--- src/rtl/cic_ctrl_pkg.sv ---
// Shared definitions for the CIC decimator rate controller: controller states
// and the rate-select to decimation-ratio mapping.
package cic_ctrl_pkg;

    typedef enum logic [1:0] {
        ST_IDLE  = 2'd0,
        ST_CLEAR = 2'd1,
        ST_FLUSH = 2'd2,
        ST_RUN   = 2'd3
    } ctrl_state_t;

    localparam int unsigned CNT_W = 16;

    function automatic logic [CNT_W-1:0] decim_ratio(
        input logic [1:0]       sel,
        input logic [CNT_W-1:0] d0,
        input logic [CNT_W-1:0] d1,
        input logic [CNT_W-1:0] d2,
        input logic [CNT_W-1:0] d3
    );
        logic [CNT_W-1:0] ratio_v;
        case (sel)
            2'd0:    ratio_v = d0;
            2'd1:    ratio_v = d1;
            2'd2:    ratio_v = d2;
            2'd3:    ratio_v = d3;
            default: ratio_v = d0;
        endcase
        return ratio_v;
    endfunction

endpackage

--- src/rtl/cic_decim_counter.sv ---
// Decimation counter with registered wrap pulse, plus the post-clear settle
// down-counter; both are reloaded by a single load strobe.
module cic_decim_counter #(
    parameter int unsigned SETTLE = 4
) (
    input  logic        clock,
    input  logic        reset,
    input  logic        load,
    input  logic        count,
    input  logic [15:0] ratio,
    input  logic        settle_dec,
    output logic        wrap,
    output logic [15:0] settle_cnt
);

    logic [15:0] decim_cnt_r;
    logic        wrap_r;
    logic [15:0] settle_cnt_r;

    // Decimation count: wraps on the ratio-th counted strobe and flags it for one cycle.
    always_ff @(posedge clock) begin
        if (reset) begin
            decim_cnt_r <= 16'd0;
            wrap_r      <= 1'b0;
        end else if (load) begin
            decim_cnt_r <= 16'd0;
            wrap_r      <= 1'b0;
        end else if (count) begin
            if (decim_cnt_r == (ratio - 16'd1)) begin
                decim_cnt_r <= 16'd0;
                wrap_r      <= 1'b1;
            end else begin
                decim_cnt_r <= decim_cnt_r + 16'd1;
                wrap_r      <= 1'b0;
            end
        end else begin
            wrap_r <= 1'b0;
        end
    end

    // Settle count: number of decimated outputs still to be discarded.
    always_ff @(posedge clock) begin
        if (reset) begin
            settle_cnt_r <= 16'd0;
        end else if (load) begin
            settle_cnt_r <= 16'(SETTLE);
        end else if (settle_dec && (settle_cnt_r != 16'd0)) begin
            settle_cnt_r <= settle_cnt_r - 16'd1;
        end
    end

    assign wrap       = wrap_r;
    assign settle_cnt = settle_cnt_r;

endmodule

--- src/rtl/cic_rate_ctrl.sv ---
// Rate controller for a CIC decimator: sequences clear, settle flush and run,
// and generates the integrator/comb strobes and the settled output-valid pulse.
module cic_rate_ctrl
    import cic_ctrl_pkg::*;
#(
    parameter int unsigned STAGES = 3,
    parameter int unsigned DECIM0 = 10,
    parameter int unsigned DECIM1 = 20,
    parameter int unsigned DECIM2 = 40,
    parameter int unsigned DECIM3 = 80,
    parameter int unsigned SETTLE = STAGES + 1
) (
    input  logic       clock,
    input  logic       reset,
    input  logic       enable,
    input  logic [1:0] rate_sel,
    input  logic       rate_load,
    input  logic       in_valid,
    output logic       cic_in_strobe,
    output logic       cic_out_strobe,
    output logic       cic_clear,
    output logic       out_valid,
    output logic [1:0] rate_cur,
    output logic       busy
);

    ctrl_state_t state_r;
    ctrl_state_t next_state_s;

    logic        cic_in_strobe_r;
    logic        cic_out_strobe_r;
    logic        cic_clear_r;
    logic        out_valid_r;
    logic        busy_r;
    logic [1:0]  rate_cur_r;

    logic        active_s;
    logic        next_active_s;
    logic        fwd_s;
    logic        wrap_s;
    logic        settle_dec_s;
    logic        settle_done_s;
    logic [15:0] ratio_s;
    logic [15:0] settle_cnt_s;

    assign active_s      = (state_r == ST_FLUSH) || (state_r == ST_RUN);
    assign next_active_s = (next_state_s == ST_FLUSH) || (next_state_s == ST_RUN);
    // A sample coincident with a rate change is dropped so it never reaches the counter.
    assign fwd_s         = active_s && enable && !rate_load && in_valid;
    assign ratio_s       = decim_ratio(rate_cur_r, 16'(DECIM0), 16'(DECIM1),
                                       16'(DECIM2), 16'(DECIM3));
    assign settle_dec_s  = (state_r == ST_FLUSH) && cic_out_strobe_r;
    assign settle_done_s = (settle_cnt_s == 16'd0) ||
                           (settle_dec_s && (settle_cnt_s == 16'd1));

    cic_decim_counter #(
        .SETTLE (SETTLE)
    ) u_counter (
        .clock      (clock),
        .reset      (reset),
        .load       (state_r == ST_CLEAR),
        .count      (fwd_s),
        .ratio      (ratio_s),
        .settle_dec (settle_dec_s),
        .wrap       (wrap_s),
        .settle_cnt (settle_cnt_s)
    );

    // Next-state selection: disable beats rate change, which beats normal progress.
    always_comb begin
        next_state_s = state_r;
        if (!enable) begin
            next_state_s = ST_IDLE;
        end else begin
            case (state_r)
                ST_IDLE:  next_state_s = rate_load ? ST_IDLE : ST_CLEAR;
                ST_CLEAR: next_state_s = ST_FLUSH;
                ST_FLUSH: begin
                    if (rate_load) begin
                        next_state_s = ST_CLEAR;
                    end else if (settle_done_s) begin
                        next_state_s = ST_RUN;
                    end else begin
                        next_state_s = ST_FLUSH;
                    end
                end
                ST_RUN:   next_state_s = rate_load ? ST_CLEAR : ST_RUN;
                default:  next_state_s = ST_IDLE;
            endcase
        end
    end

    // State register and all registered outputs, derived from the upcoming state.
    always_ff @(posedge clock) begin
        if (reset) begin
            state_r          <= ST_IDLE;
            rate_cur_r       <= 2'd0;
            cic_in_strobe_r  <= 1'b0;
            cic_out_strobe_r <= 1'b0;
            cic_clear_r      <= 1'b0;
            out_valid_r      <= 1'b0;
            busy_r           <= 1'b0;
        end else begin
            state_r <= next_state_s;
            if (rate_load) begin
                rate_cur_r <= rate_sel;
            end
            cic_in_strobe_r  <= fwd_s;
            cic_out_strobe_r <= wrap_s && next_active_s;
            cic_clear_r      <= (next_state_s == ST_CLEAR);
            busy_r           <= (next_state_s == ST_CLEAR) || (next_state_s == ST_FLUSH);
            out_valid_r      <= cic_out_strobe_r && (state_r == ST_RUN) &&
                                (next_state_s == ST_RUN);
        end
    end

    assign cic_in_strobe  = cic_in_strobe_r;
    assign cic_out_strobe = cic_out_strobe_r;
    assign cic_clear      = cic_clear_r;
    assign out_valid      = out_valid_r;
    assign rate_cur       = rate_cur_r;
    assign busy           = busy_r;

endmodule

--- config.mk ---
export PLATFORM = sky130hd
export DESIGN_NAME = cic_rate_ctrl
export DESIGN_NICKNAME = d
export VERILOG_FILES = /design/src/rtl/cic_ctrl_pkg.sv /design/src/rtl/cic_decim_counter.sv /design/src/rtl/cic_rate_ctrl.sv
export SDC_FILE = /design/constraint.sdc
export NUM_CORES = 1
export LEC_CHECK = 0
export ABC_AREA = 1
export CORE_UTILIZATION = 23
export CTS_CLUSTER_SIZE = 28
export DETAILED_ROUTE_END_ITERATION = 12
export PLACE_DENSITY = 0.39
export SLEW_MARGIN = 20
export SYNTH_ARGS = -nofsm -noshare
export SYNTH_HDL_FRONTEND = slang
export SYNTH_SLANG_ARGS = --single-unit
--- constraint.sdc ---
create_clock -name clock -period 1.78 [get_ports clock]
set_input_delay 0.534 -clock clock [delete_from_list [all_inputs] [get_ports clock]]
set_output_delay 0.534 -clock clock [all_outputs]
set_load 0.01 [all_outputs]
# ---- Yosys cells after proc, flatten, opt, wreduce, memory -nomap -nowiden
# Cells that the tools add are included.
dict set report classes {
  add_sub_neg 3
  shift 0
  eq_ne 11
  bitwise_logic 1
  order_cmp 0
  n_div 0
  reduce_logical 21
  n_mux 11
  multipliers 0
}
# op n
set op_table {}
lappend op_table {{case mux 16 bit (4 select lines)} 1}
lappend op_table {{subtractor 16 x 1 -> 16 bit, second input constant} 2}
lappend op_table {{adder 16 x 1 -> 16 bit, second input constant} 1}
lappend op_table {{equality test 16 x 1 -> 1 bit, second input constant} 1}
lappend op_table {{equality test 16 bit} 1}
lappend op_table {{logical NOT 16 bit} 1}
lappend op_table {{two-way mux 16 bit} 1}
lappend op_table {{nonzero test 16 bit} 1}
lappend op_table {{equality test 2 bit, second input constant} 6}
lappend op_table {{logical AND 1 bit} 9}
lappend op_table {{case mux 2 bit (4 select lines)} 1}
lappend op_table {{equality test 2 x 1 -> 1 bit, second input constant} 3}
lappend op_table {{two-way mux 2 bit} 3}
lappend op_table {{two-way mux 3 bit} 2}
lappend op_table {{logical NOT 2 bit} 2}
lappend op_table {{logical OR 1 bit} 4}
lappend op_table {{two-way mux 1 bit} 3}
lappend op_table {{OR reduction 3 bit} 1}
lappend op_table {{nonzero test 2 bit} 1}
lappend op_table {{OR reduction 2 bit} 1}
lappend op_table {{logical NOT 1 bit} 1}
lappend op_table {{inverter 1 bit} 1}
dict set report totals {
  ramBits 0
  mem_bits_ro 0
  latchBits 0
  out_inout_bits 7
  wordCells 58
  inputBits 7
  n_memories 0
  reg_bits 42
}

# ---- Longest topological paths before layout
# Gate-level depths: netlist of the first run.
dict set report logic_depth {
  depth_word 11
  mapped_depth 11
  mapped_depth_nobuf 11
}

# ---- By module
# Synthesis of the first run repeated with hierarchy kept, for this count alone.
dict set report hier_totals {
  cells_unflattened 433
  area_unflattened_um2 2718.9
}
# mod seq_area_each_um2 area_per_inst_um2 cells_per_inst instances
set by_module_without_submodules {}
lappend by_module_without_submodules {cic_decim_counter 660.6 2243.4 361 1}
lappend by_module_without_submodules {cic_rate_ctrl 180.2 475.5 72 1}

# ---- Worst setup path after synthesis of the first run
# OpenSTA, ideal clock, no wires.
dict set report synth_path {
  kind {register -> register}
  start {register u_counter.settle_cnt_r[0], in the netlist u_counter.settle_cnt[0]}
  end {register cic_out_strobe_r, in the netlist cic_out_strobe}
  path_slack_ps 186
  path_stages_with_launch 12
  period_less_slack_ps 1594
  t_arrival_ps 1466
  required_time_ps 1652
  path_buffers 0
  setup_time_ps 128
  path_cell_list {dfxtp_1 > inv_1 > ha_1 > nand2_2 > nor2_4 > nand2_4 > nand3_1 > nand2_1 > inv_1 > ha_1 > o21ai_0 > nor2_1}
}
dict set report synth_via {
  elab_chain_cells 10
  word_cells_on_any_way 12
  classes_between {eq/ne (3); mux (4); reduce/logical (5)}
}
# element line_no
set synth_lines {}
lappend synth_lines {{start: declaration} cic_decim_counter.sv:18} ;# logic [15:0] settle_cnt_r;
lappend synth_lines {{start signal: assignment} cic_decim_counter.sv:46} ;# settle_cnt_r <= 16'(SETTLE);
lappend synth_lines {{start signal: assignment} cic_decim_counter.sv:48} ;# settle_cnt_r <= settle_cnt_r - 16'd1;
lappend synth_lines {{equality test 16 x 1 -> 1 bit} cic_rate_ctrl.sv:54} ;# (settle_dec_s && (settle_cnt_s == 16'd1));
lappend synth_lines {{logical AND 1 bit} cic_rate_ctrl.sv:54}
lappend synth_lines {{logical OR 1 bit *} cic_rate_ctrl.sv:53} ;# assign settle_done_s = (settle_cnt_s == 16'd0) ||
lappend synth_lines {{two-way mux 1 bit *} cic_rate_ctrl.sv:81} ;# end else if (settle_done_s) begin
lappend synth_lines {{two-way mux 2 bit *} cic_rate_ctrl.sv:79} ;# if (rate_load) begin
lappend synth_lines {{case mux 2 bit (4 select lines) *} cic_rate_ctrl.sv:75} ;# case (state_r)
lappend synth_lines {{two-way mux 2 bit *} cic_rate_ctrl.sv:72} ;# if (!enable) begin
lappend synth_lines {{via next_state_s[0]} cic_rate_ctrl.sv:28} ;# ctrl_state_t next_state_s;
lappend synth_lines {{equality test 2 bit} cic_rate_ctrl.sv:47} ;# assign next_active_s = (next_state_s == ST_FLUSH) || (next_state_s == ST_RUN);
lappend synth_lines {{logical OR 1 bit *} cic_rate_ctrl.sv:47}
lappend synth_lines {{logical AND 1 bit *} cic_rate_ctrl.sv:109} ;# cic_out_strobe_r <= wrap_s && next_active_s;
lappend synth_lines {{end signal: assignment} cic_rate_ctrl.sv:109}
lappend synth_lines {{end: declaration} cic_rate_ctrl.sv:31} ;# logic cic_out_strobe_r;
# The timed path passes the listed nets; every way through them passes the cells marked *.
# A chain may end at the register's enable or synchronous reset.

# ---- Worst setup path after layout of the first run
dict set report layout_path {
  start {register cic_out_strobe_r, in the netlist cic_out_strobe}
  end {output cic_out_strobe}
}
# element line_no
set layout_lines {}
lappend layout_lines {{end: declaration} cic_rate_ctrl.sv:20} ;# output logic cic_out_strobe,
# No word-level cell between the ends.

==> results of run 1 <==
-- path summary, 6_finish.rpt --
kind	startpoint	end	slack, ps	cells past startpoint
setup / recovery	cic_out_strobe$_SDFF_PP0_	cic_out_strobe	90	1
hold / removal	state_r[0]$_SDFF_PP0_	out_valid$_SDFF_PP0_	470	2
setup reg to reg	u_counter.settle_cnt[11]$_SDFFE_PP0P_	cic_out_strobe$_SDFF_PP0_	180	10
hold reg to reg	state_r[0]$_SDFF_PP0_	out_valid$_SDFF_PP0_	470	2
-- cell usage in the layout, fill, tap and decap left out, types with 2 or more instances in the layout --
cell             count
inv_2                2
a21oi_1             10
nor3_1               4
dlymetal6s2s_1       2
nand2_1            111
xor2_1              11
nor2_1              66
inv_1               48
o21ai_1              3
nand3b_1             5
nand2_2              5
nor2_4               4
nand4_1              5
nor3_2               2
o21ai_0             10
ha_1                13
buf_4               26
dfxtp_2              3
dfxtp_1             39
nor2_2               5
nand3_1             21
clkbuf_8             6
clkdlybuf4s50_1     10
a21oi_2              9
-- layout make-up --
| class | instances | share of cell area |
|---|---|---|
| Clock buffer | 6 | 0.0261 |
| Inverter | 51 | 0.0614 |
| Tap cell | 140 | 0.0554 |
| Clock inverter | 1 | 0.00950 |
| Timing Repair Buffer | 40 | 0.110 |
| Multi-Input combinational cell | 288 | 0.470 |
| Sequential cell | 42 | 0.267 |
-- sequential cells by signal, summed over array words and instances, names as in the netlist --
register,count
u_counter.decim_cnt_r,16
u_counter.settle_cnt,16
rate_cur,2
state_r,2
busy,1
cic_clear,1
cic_in_strobe,1
cic_out_strobe,1
out_valid,1
u_counter.wrap,1
-- metal layers --
| layer | vias up | routed length [um] | global-route usage |
|---|---|---|---|
| met1 | 1033 | 3000 | 0.145 |
| met5 | - | 0 | 0 |
| li1 | 1271 | - | - |
| met2 | 15 | 2780 | 0.198 |
| met4 | 0 | 97 | 0.0431 |
| met3 | 8 | 148 | 0.0278 |
-- per-stage QoR --
step	hold slack, ps	TNS [ps]	std cells
finish	473	0	568
CTS	474	0	567
global placement	461	-3310	560
floorplan	413	0	388
global route	511	-32.0	568
detailed placement	448	-3980	560
-- what timing repair did --
item	4_1_cts	5_1_grt
hold buffers	0	0
setup buffers	0	1
gates resized for setup	3	10
endpoints found under the setup margin	2	14
pin swaps	0	2
-- power groups by stage --
stage / registers, W / logic, W / clock network, W
after detailed placement: 0.000978 / 0.000174 / 0
after global routing: 0.000958 / 0.000194 / 0.000876
after CTS: 0.000956 / 0.000174 / 0.000836
after floorplan: 0.000980 / 0.0000996 / 0
final: 0.000956 / 0.000171 / 0.000788
after global placement: 0.000977 / 0.000175 / 0
-- cells by family after synthesis --
logic type | count (synthesis) | share of synthesized area
XOR/XNOR | 12 | 0.0409
buffers and inverters | 58 | 0.0999
AO/OA/AOI/OAI | 32 | 0.0755
AND/OR/NAND/NOR | 231 | 0.393
flip-flops | 42 | 0.327
adder cells (fa/ha/maj) | 13 | 0.0634
==> summary.txt, run 1 <==
Run status
  – Outcome: finished, final reports clean

Yosys
  – Area share of the largest cell type after synthesis: 0.327
  – Synth area leaders: dfxtp_1 (33%), nand2_1 (16%), nor2_1 (10%)
  – Register area share after synthesis: 0.327
  – Avg Inst Size Synth: 6.62 sq um
  – Seq cells post-synth: 42
  – Ys Warns: 0
  – Count leader, synth: nand2_1
  – Ys flop type: dfxtp_1
  – Post-Syn Area: 2570 sq um
  – Post-Syn Nets: roughly 410
  – Post-synth EDFFs: 0
  – Yosys top cell by area: dfxtp_1
  – Fraction of registers with async set/reset: 0
  – Netlist cell types: 28
  – Commonest cells post-synth: nand2_1 (112), nor2_1 (69), inv_1 (48), dfxtp_1 (42), nand3_1 (21)
  – Gate Count Post-Synth: between 300 and 400

Global routing
  – Largest net degree at the start of global routing: 17
  – All-Layer GR Usage: 0.118
  – Initial antenna violation count: 0
  – Grt ovf: 0
  – Global-route wire length before repair: ~11000 um
  – Vias in the first global route: 2345

Clock tree
  – Clk pin slew, worst setup/hold paths: about 80 ps
  – Inserted Clock Buffers: 5
  – Clock root cell: clkbuf_8
  – Clock Tree Buf Depth: 2
  – Clk sink count: 42
  – Worst-skew pair later-pin latency: approximately 300 ps
  – H-tree depth: 2
  – CTS tree: done

STA
  – Fmax: around 590 MHz
  – Final Setup Violations: 0
  – Max-slew violations: 0
  – Layout Skew: 8.32 ps
  – Hold Vio Cnt, Final: 0
  – Final worst-path cycle share: 0.950
  – Final WS setup: roughly 90 ps
  – Pin slew with the least headroom to its limit: about 280 ps
  – Fin crit period: roughly 1700 ps
  – Worst slew margin: 0.810

Pwr
  – Pint: 0.00147 W
  – Clock power share: 0.412
  – Net Switching: about 0.00044 W
  – Design Power: between 0.0015 and 0.002 W
  – Leakage dissipation: 1.43 nW
  – Register share of total power: 0.499
  – Pwr/cell area: roughly 610 nW/um^2
  – Combinational group share of total power: 0.089
  – Switching Fraction: 0.231
  – Worst-case vdd ir drop: roughly 0.29 mV

Detailed routing
  – Vias: 2327
  – Drt total wl: between 6000 and 7000 um
  – DR WL/cell: around 11 um
  – DR pass1 iterations: 4
  – Routed Antenna Nets: 0
  – Drt drc: 0
  – Vias per inst: slightly above 4
  – Starting DRT DRC Count: 68

Setup path
  – Crit path buf inv count: 1
  – Startpoint Class: flip-flop
  – Delay-heaviest family, CP: buffers and inverters
  – Required time worst endpoint: 1250 ps
  – Crit path kind: flip-flop to output port
  – Crit-path max cell delay: 530 ps
  – Crit path arrival time: around 1200 ps
  – Max FO, Critical Path: 2
  – Slowest CP cell: clkdlybuf4s50_1
  – Cell Chain, Critical Path: clkdlybuf4s50_1
  – Crit path capture type: output port

Place
  – Final GP Congestion: approximately 0.73
  – Worst slack at placement: -277 ps
  – DP HPWL: roughly 4700 um
  – PortBufs: 13
  – Post-DP Area: between 3000 and 4000 sq um

Floorplan
  – Number of primary I/O pins: 14
  – Die Y: between 100 and 150 um
  – Initial cell density of the core: 0.237
  – Core area: approximately 11000 sq um
  – Die span in x: 108 um
  – DIE AREA: roughly 12000 sq um
  – # rows: 38

Layout
  – Final #Nets: ~450
  – Antenna diode count: 0
  – Design Area, Final: around 3200 sq um
  – Multi-input logic area: between 1000 and 1500 sq um
  – Synthesis-to-layout area growth: 23.1%
  – Fin util: 0.292
  – Register Area: roughly 840 sq um
  – Share of cells above drive strength 1: 0.159
  – Number of fill cells in the layout: around 1200

Min path
  – Worst Hold Class: flip-flop to flip-flop

Job
  – Max_cap viols: 0
Power figures use the tool's default switching activity.
==> inputs of run 2 (changes only) <==
CORE_UTILIZATION = 44   (was 23)
PLACE_DENSITY = 0.63   (was 0.39)
==> run 2 against run 1 <==
Clock power fell by 23%; first-iteration DRC count rose by 46%; largest cell class unchanged; cell area fell by 5.5%; worst hold slack got worse by 5.2 ps; critical path depth did not move; sequential power barely moved; routed wire length fell by 16%; non-clock buffer count fell by 8; register-to-register slack barely moved; sequential share of layout area rose by 1.5 points; core utilization rose by 24 points.
==> summary.txt, run 2 (synthesis results as in run 1) <==
Run status
  – Outcome: finished, final reports clean

Min path
  – Worst Hold Class: flip-flop to flip-flop

Layout
  – Design Area, Final: 2990 sq um
  – Cell Count, Final, Fillers Out: between 400 and 500
  – Most frequent cells in the layout: nand2_1 (111), nor2_1 (65), inv_1 (47), dfxtp_1 (40), nand3_1 (21)
  – Multi-input logic area: between 1000 and 1500 sq um
  – Share of cells above drive strength 1: 0.143
  – Final #Nets: between 400 and 500
  – Number of fill cells in the layout: ~570
  – Synthesis-to-layout area growth: 16.3%
  – Antenna diode count: 0
  – Most common cell after layout, fill and taps aside: nand2_1
  – Register Area: 843 sq um

Setup path
  – Startpoint Class: flip-flop
  – Max FO, Critical Path: 2
  – Required time worst endpoint: ~1300 ps
  – Slowest CP cell: clkdlybuf4s50_1
  – Crit path kind: flip-flop to output port
  – Crit path capture type: output port
  – Cell Chain, Critical Path: clkdlybuf4s50_1
  – Crit path buf inv count: 1
  – Crit path arrival time: around 1200 ps
  – Crit-path max cell delay: roughly 540 ps
  – Delay-heaviest family, CP: buffers and inverters

Clock tree
  – Post-CTS Setup Inserts: 0
  – Post-cts resize count: 3
  – Clock root cell: clkbuf_8
  – Worst-skew pair later-pin latency: 290 ps
  – Hold Buf Count CTS: 0
  – Clk pin slew, worst setup/hold paths: 70 ps
  – H-tree depth: 2
  – Clock Tree Buf Depth: 2
  – CTS tree: done
  – Clk sink count: 42
  – Inserted Clock Buffers: 5

Place
  – Final GP Congestion: 0.840
  – DP HPWL: slightly below 4000 um
  – Post-DP Area: 2880 sq um
  – Placed Cells: around 490
  – PortBufs: 13

Detailed routing
  – Routed Antenna Nets: 0
  – Drt drc: 0
  – DR pass1 iterations: 4
  – Vias per inst: 4.68
  – Starting DRT DRC Count: between 90 and 100
  – Vias: between 2000 and 2500
  – DR WL/cell: slightly above 10 um
  – Drt total wl: 5080 um

Floorplan
  – Initial cell density of the core: 0.461
  – Number of primary I/O pins: 14
  – Die Y: between 70 and 80 um
  – Core area: roughly 5600 sq um
  – Die span in x: 78.4 um
  – # rows: 27
  – DIE AREA: approximately 6100 sq um

Global routing
  – Grt ovf: 0
  – All-Layer GR Usage: 0.193
  – Global-route wire length before repair: roughly 9500 um
  – Largest net degree at the start of global routing: 18
  – Initial antenna violation count: 0
  – Vias in the first global route: around 2200

STA
  – Worst slew margin: 0.794
  – Pin slew with the least headroom to its limit: about 310 ps
  – RSZ-0062 raised after global routing: false
  – Fmax: ~600 MHz
  – Hold Vio Cnt, Final: 0
  – Final worst-path cycle share: 0.958
  – Final Setup Violations: 0
  – Setup TNS: 0 ps
  – Layout Skew: 6.69 ps
  – Fin crit period: 1710 ps
  – Max-slew violations: 0

Pwr
  – Leakage dissipation: between 1 and 1.5 nW
  – Pwr/cell area: 578 nW/um^2
  – Worst-case vdd ir drop: about 0.34 mV

Job
  – Max_cap viols: 0
==> run 2: stage by stage <==
stage | total power (W) | util | worst slack (ps) | hold slack (ps)
floorplan | 0.00108 | - | 186 | 413
global placement | 0.00114 | 0.517 | -183 | 455
detailed placement | 0.00114 | 0.517 | -268 | 443
CTS | 0.00175 | 0.532 | 28.1 | 460
global route | 0.00182 | 0.536 | 0.851 | 524
finish | 0.00173 | 0.536 | 74.2 | 468
==> run 2: path summary, 6_finish.rpt <==
check,from,to,slack [ps],cells after the start
worst min-delay path,u_counter.wrap$_SDFF_PP0_,cic_out_strobe$_SDFF_PP0_,470,2
worst max register to register,u_counter.settle_cnt[0]$_SDFFE_PP0P_,cic_out_strobe$_SDFF_PP0_,180,11
worst min register to register,u_counter.wrap$_SDFF_PP0_,cic_out_strobe$_SDFF_PP0_,470,2
worst max-delay path,cic_out_strobe$_SDFF_PP0_,cic_out_strobe,70,1
==> run 2: routing by layer <==
metal,GRT usage,part of all wire,up-vias
met5,0,0,-
met4,0.0667,0.015,0
met3,0.0430,0.024,7
met2,0.315,0.44,22
met1,0.250,0.52,1007
li1,-,-,1260
==> run 2: area by class of cell <==
type | instances | area share
well taps | 72 | 0.0302
multi-input cells | 288 | 0.498
inverters | 51 | 0.0658
flip-flops and latches | 42 | 0.282
clock buffers | 6 | 0.0276
repair buffers | 32 | 0.0959
==> run 2: report_power, final <==
group / total (W) / internal, W / switching, W / leakage, nW
Combinational: 0.000164 / 0.0000737 / 0.0000900 / 0.982
Clock: 0.000605 / 0.000299 / 0.000306 / 0.0431
Sequential: 0.000957 / 0.000948 / 0.00000927 / 0.340
Total: 0.00173 / 0.00132 / 0.000405 / 1.37
==> run 2: worst register-to-register path, delay by kind of cell (launching register included) <==
kind                     cells  cell delay, ps
AND/OR/NAND/NOR              6             500
flip-flops                   1             340
adder cells (fa/ha/maj)      2             330
buffers and inverters        2             220
AO/OA/AOI/OAI                1             120
